[src/rtl/tans_bit_packer_if.sv]
// Beat-in / byte-out bus between HF_tANS_recoder, tans_bit_packer and the byte consumer.
interface tans_bit_packer_if #(
  parameter int SYM_W   = 3,
  parameter int STATE_W = 4,
  parameter int OUT_W   = 8
);
  logic               in_valid;
  logic               in_ready;
  logic [1:0]         BTR;
  logic [SYM_W-1:0]   o_stream;
  logic               flush;
  logic [STATE_W-1:0] final_state;
  logic               out_valid;
  logic               out_ready;
  logic [OUT_W-1:0]   out_data;
  logic               out_last;
  logic [2:0]         pad_bits;
  logic               busy;

  // Upstream recoder plus downstream consumer.
  modport master (
    output in_valid, BTR, o_stream, flush, final_state, out_ready,
    input  in_ready, out_valid, out_data, out_last, pad_bits, busy
  );

  // The packer itself.
  modport slave (
    input  in_valid, BTR, o_stream, flush, final_state, out_ready,
    output in_ready, out_valid, out_data, out_last, pad_bits, busy
  );
endinterface

[src/rtl/tans_bit_packer.sv]
// Packs variable-length tANS recoder output plus the final state MSB-first into
// bytes, framing each stream with zero padding and a last-byte marker.
module tans_bit_packer #(
  parameter int SYM_W   = 3,
  parameter int STATE_W = 4,
  parameter int ACC_W   = 16,
  parameter int OUT_W   = 8
) (
  input logic              PHI,
  input logic              RST,
  tans_bit_packer_if.slave bus
);
  localparam int CNT_W = $clog2(ACC_W + 1);

  typedef enum logic [1:0] {RUN, FSTATE, DRAIN} state_t;

  state_t             state, state_next;
  logic [ACC_W-1:0]   acc, acc_next;
  logic [CNT_W-1:0]   cnt, cnt_next;
  logic [STATE_W-1:0] fs_q, fs_next;
  logic               ov_q, ov_next;
  logic [OUT_W-1:0]   od_q, od_next;
  logic               ol_q, ol_next;
  logic [2:0]         op_q, op_next;

  logic               in_ready_int;
  logic               accept;
  logic               avail;
  logic               load;
  logic [CNT_W-1:0]   take;
  logic [CNT_W-1:0]   shift_n;
  logic [ACC_W-1:0]   ins;
  logic [SYM_W-1:0]   mask;

  assign in_ready_int = (state == RUN) && (cnt <= CNT_W'(ACC_W - SYM_W)) && !RST;
  assign accept       = bus.in_valid && in_ready_int;
  assign mask         = ~({SYM_W{1'b1}} << bus.BTR);

  assign bus.in_ready  = in_ready_int;
  assign bus.out_valid = ov_q;
  assign bus.out_data  = od_q;
  assign bus.out_last  = ol_q;
  assign bus.pad_bits  = op_q;
  assign bus.busy      = (state != RUN);

  always_comb begin
    state_next = state;
    acc_next   = acc;
    cnt_next   = cnt;
    fs_next    = fs_q;
    ov_next    = ov_q;
    od_next    = od_q;
    ol_next    = ol_q;
    op_next    = op_q;
    take       = '0;
    shift_n    = '0;
    ins        = '0;

    avail = (cnt >= CNT_W'(OUT_W)) || ((state == DRAIN) && (cnt != '0));
    load  = (!ov_q || bus.out_ready) && avail;

    // Drain removes the oldest bits (top of the valid window); the append below
    // shifts new bits in at the bottom, so both can happen in the same cycle.
    if (load) begin
      ov_next = 1'b1;
      if (cnt >= CNT_W'(OUT_W)) begin
        od_next = OUT_W'(acc >> (cnt - CNT_W'(OUT_W)));
        take    = CNT_W'(OUT_W);
        op_next = '0;
        ol_next = (state == DRAIN) && (cnt == CNT_W'(OUT_W));
      end else begin
        od_next = OUT_W'(acc << (CNT_W'(OUT_W) - cnt));
        take    = cnt;
        op_next = 3'(CNT_W'(OUT_W) - cnt);
        ol_next = 1'b1;
      end
    end else if (bus.out_ready) begin
      ov_next = 1'b0;
    end

    unique case (state)
      RUN: begin
        if (accept) begin
          shift_n = CNT_W'(bus.BTR);
          ins     = ACC_W'(bus.o_stream & mask);
        end
        if (bus.flush) begin
          fs_next    = bus.final_state;
          state_next = FSTATE;
        end
      end
      FSTATE: begin
        if (cnt <= CNT_W'(ACC_W - STATE_W)) begin
          shift_n    = CNT_W'(STATE_W);
          ins        = ACC_W'(fs_q);
          state_next = DRAIN;
        end
      end
      DRAIN: begin
        if (ov_q && bus.out_ready && ol_q) state_next = RUN;
      end
      default: state_next = RUN;
    endcase

    acc_next = (acc << shift_n) | ins;
    cnt_next = cnt - take + shift_n;
  end

  always_ff @(posedge PHI) begin
    if (RST) begin
      state <= RUN;
      acc   <= '0;
      cnt   <= '0;
      fs_q  <= '0;
      ov_q  <= 1'b0;
      od_q  <= '0;
      ol_q  <= 1'b0;
      op_q  <= '0;
    end else begin
      state <= state_next;
      acc   <= acc_next;
      cnt   <= cnt_next;
      fs_q  <= fs_next;
      ov_q  <= ov_next;
      od_q  <= od_next;
      ol_q  <= ol_next;
      op_q  <= op_next;
    end
  end
endmodule

[src/flat_wrapper.sv]
// flat-port wrapper written by rule: the top's interface ports become plain ports
module tans_bit_packer_flat 
#(
  parameter int SYM_W   = 3,
  parameter int STATE_W = 4,
  parameter int ACC_W   = 16,
  parameter int OUT_W   = 8
)
  (PHI, RST, bus_in_valid, bus_BTR, bus_o_stream, bus_flush, bus_final_state, bus_out_ready, bus_in_ready, bus_out_valid, bus_out_data, bus_out_last, bus_pad_bits, bus_busy);
  tans_bit_packer_if #(.SYM_W(SYM_W), .STATE_W(STATE_W), .OUT_W(OUT_W)) bus_i ();
  input logic PHI;
  input logic RST;
  input wire logic [$bits(bus_i.in_valid)-1:0] bus_in_valid;
  input wire logic [$bits(bus_i.BTR)-1:0] bus_BTR;
  input wire logic [$bits(bus_i.o_stream)-1:0] bus_o_stream;
  input wire logic [$bits(bus_i.flush)-1:0] bus_flush;
  input wire logic [$bits(bus_i.final_state)-1:0] bus_final_state;
  input wire logic [$bits(bus_i.out_ready)-1:0] bus_out_ready;
  output wire logic [$bits(bus_i.in_ready)-1:0] bus_in_ready;
  output wire logic [$bits(bus_i.out_valid)-1:0] bus_out_valid;
  output wire logic [$bits(bus_i.out_data)-1:0] bus_out_data;
  output wire logic [$bits(bus_i.out_last)-1:0] bus_out_last;
  output wire logic [$bits(bus_i.pad_bits)-1:0] bus_pad_bits;
  output wire logic [$bits(bus_i.busy)-1:0] bus_busy;
  assign bus_i.in_valid = bus_in_valid;
  assign bus_i.BTR = bus_BTR;
  assign bus_i.o_stream = bus_o_stream;
  assign bus_i.flush = bus_flush;
  assign bus_i.final_state = bus_final_state;
  assign bus_i.out_ready = bus_out_ready;
  assign bus_in_ready = bus_i.in_ready;
  assign bus_out_valid = bus_i.out_valid;
  assign bus_out_data = bus_i.out_data;
  assign bus_out_last = bus_i.out_last;
  assign bus_pad_bits = bus_i.pad_bits;
  assign bus_busy = bus_i.busy;
  tans_bit_packer #(.SYM_W(SYM_W), .STATE_W(STATE_W), .ACC_W(ACC_W), .OUT_W(OUT_W)) u_core (.PHI(PHI), .RST(RST), .bus(bus_i));
endmodule
[config.mk]
export PLATFORM = sky130hd
export DESIGN_NAME = tans_bit_packer_flat
export DESIGN_NICKNAME = d
export VERILOG_FILES = /design/src/rtl/tans_bit_packer_if.sv /design/src/rtl/tans_bit_packer.sv /design/src/flat_wrapper.sv
export SDC_FILE = /design/constraint.sdc
export NUM_CORES = 1
export LEC_CHECK = 0
export ABC_AREA = 1
export CAP_MARGIN = 0
export CORE_AREA = 2 2 93 95
export CTS_CLUSTER_DIAMETER = 150
export DETAILED_ROUTE_END_ITERATION = 7
export DIE_AREA = 0 0 95 97
export GPL_TIMING_DRIVEN = 0
export HOLD_SLACK_MARGIN = 0.03
export PLACE_DENSITY = 0.65
export SLEW_MARGIN = 40
export SYNTH_ARGS = -nofsm -noshare
export SYNTH_HDL_FRONTEND = slang
export SYNTH_SLANG_ARGS = --single-unit
export TNS_END_PERCENT = 30
[constraint.sdc]
create_clock -name PHI -period 9 [get_ports PHI]
set_input_delay 2.25 -clock PHI [delete_from_list [all_inputs] [get_ports PHI]]
set_output_delay 2.25 -clock PHI [all_outputs]
set_load 0.02 [all_outputs]
==> impl_metrics.ini <==
[pwr]
power_frac_comb_pct = 64.0
power.internal_mw = 0.548
p_total_mw = 1.12
leakage_nw = 1.64
pwr-share-seq_pct = 24.1
p_clk_share_pct = 11.9
power_density_mw_per_mm2 = 302
p_switching_mw = 0.575
vdd_drop_max_mv = 0.0891
switching_share_pct = 51.2

[synth]
synth_seq_cells = 40
yosysTopAreaCell = dfxtp_1
syn_inst = 514
synth-warning-count = 0
async_flop_share_pct = 0
synthesis.area_mm2 = 0.00322
synth_cell_type_count = 37
yosys-top-cells-area = dfxtp_1, nand2_1, o21ai_0
syn_nets = 541
yosysTopAreaCellShare_pct = 24.9
syn_area_per_cell_um2 = 6.26
synth-seq-area-share_pct = 24.9
synth_top_flop_cell = dfxtp_1
synth_edf_count = 0

[clock_tree]
numClockSinks = 40
cts_tree = yes
htree_levels = 2
cts_hold_buffers = 0
clock_latency_ns = 0.30
cts_buffers = 5
cts_buffer_depth = 2
post_cts_resized = 0
postCtsSetupRepairBufs = 0
cts_root_buf = clkbuf_8
path_clk_slew_ns = 0.08

[drt]
routedWlPerCell_um = 15.3
drt-total-wl_mm = 10.0
via_per_inst = 5.29
drtIter0Drc = 145
drc = 0
dr.pass1.iters = 5
dr_total_vias = 3460
ant_nets = 0

[floorplan]
initial_core_util_pct = 39.6
die_area_mm2 = 0.00922
dieWidth_um = 95
die_h_um = 97
io_pins = 29
core_mm2 = 0.00813
row_count = 33

[critical_path]
startpoint_type = input pin
crit_family = buffers and inverters
critical_path_arrival_ns = 3.55
rrSetupSlack_ns = 4.86
path_max_fanout = 9
crit_buf_inv = 3
rr_startpoint = u_core.cnt[1]
reg2reg_depth = 18
startpoint = RST
r2r_end = u_core.cnt[4]
required_ns = 6.75
slowest_stage = clkdlybuf4s50_1
end_kind = output pin
critPathMaxStageDelay_ns = 0.65
cp_cell_sequence = clkbuf_8 > nor2_2 > inv_1 > nor2_1 > clkdlybuf4s50_1
crit_type = input pin to output pin

[placement]
io_buffers = 27
post_dp_cell_area_mm2 = 0.00362
post-place-ws_ns = 3.17
place.gp.congestion = 0.914
post-dp-hpwl_mm = 7.72
dp.cells = 646

[finish]
layout_commonest_cell = nand2_1
n_antenna_cell = 0
final_cell_mix = nand2_1, inv_1, o21ai_0
post-route-util_pct = 45.7
num-nets-final = 575
drive_gt1_share_pct = 8.56
final_area_mm2 = 0.00371
final_cells = 654
syn2layout_area_growth_pct = 15.4

[global_routing]
grt_use_total_pct = 22.8
grt_pass1_vias = 3295
grt_pass1_wl_mm = 16.5
globalRouteOverflowTotal = 0
antenna_found_initial = 0
grt_max_degree = 13

[timing]
rsz0062_at_grt = false
hold_ws_ns = 0.465
finalMaxSlewViolations = 0
fmax_mhz = 172
clock_skew_ns = 0.0134
hold_violations = 0
fin_setup_tns_ns = 0
max-slew-margin-rel_pct = 47.1
setup_viol = 0
min_period_ns = 5.80
setup_ws_ns = 3.20
worst_pin_slew_ns = 0.794
min_period_over_period_pct = 64.4

[hold_path]
worstHoldPathCells = 2
min_from = u_core.bus.pad_bits[0]
hold_path.class = flop to flop
min_to = u_core.bus.pad_bits[0]

[job]
drv_cap = 0

[outcome]
status = completed
## power groups by stage
| stage | Sequential, mW | Clock (mW) | Combinational [mW] |
|---|---|---|---|
| floorplan | 0.293 | 0 | 0.487 |
| global placement | 0.272 | 0 | 0.705 |
| detailed placement | 0.274 | 0 | 0.711 |
| CTS | 0.270 | 0.135 | 0.714 |
| global route | 0.277 | 0.141 | 0.809 |
| finish | 0.270 | 0.133 | 0.719 |
## state kept, by name, summed over array words and instances, names as in the netlist
signal and count:
u_core.bus.out_data 8, u_core.bus.out_valid 1, u_core.cnt 5, u_core.state 2
u_core.acc 16, u_core.fs_q 4, u_core.bus.out_last 1, u_core.bus.pad_bits 3
## cell families (layout without fill, tap and decap cells)
| family | after synthesis | count (layout) | synth area share, % |
|---|---|---|---|
| xor gates and xnor gates | 3 | 3 | 0.817 |
| adders and majority gates | 13 | 13 | 5.75 |
| DFF | 40 | 40 | 24.9 |
| AOI/OAI and AO/OA | 111 | 111 | 19.8 |
| muxes | 2 | 2 | 0.622 |
| buffers and inverters | 83 | 118 | 12.4 |
| and+or+nand+nor | 262 | 262 | 35.8 |
## area by class of cell
cell class / instances / area [um2]
plain buffers: 22 / 166
clock buffers: 7 / 86.3
clock inverters: 1 / 7.51
fillers: 898 / 4420
inverters: 61 / 231
multi-input cells: 391 / 2020
flip-flops and latches: 40 / 801
well taps: 105 / 131
repair buffers: 27 / 270
## tightest hold or removal path: stages (launching register included)
cell and delay (ns):
dfxtp_1 0.31, nand2_1 0.06, a21oi_1 0.05
## synth_stat cells (7+ instances only)
cell type and count:
inv_1 57, nand3_1 42, ha_1 10, a21oi_1 29, dfxtp_1 40, o21ai_0 47, o211ai_1 12, clkbuf_1 7
nand2_1 149, o21ai_1 9, nand4_1 9, nor2_1 45
## layer usage
metal,track usage [%],vias to the layer above,share of wire (%)
met3,3.50,10,5.8
met1,30.8,1589,46
met4,4.24,0,0.91
met2,38.5,113,48
li1,-,1748,-
met5,0,-,0
## how the worst max path moves through the flow
| stage | endpoint | slack, ns | depth (start not counted) |
|---|---|---|---|
| after floorplan | bus_in_ready | 3.78 | 4 |
| after global placement | bus_in_ready | 3.17 | 5 |
| after detailed placement | bus_in_ready | 3.17 | 5 |
| after CTS | bus_in_ready | 3.16 | 5 |
| after global routing | bus_in_ready | 3.09 | 5 |
| final | bus_in_ready | 3.20 | 5 |
Note: power is estimated with default switching activity, not from simulation.
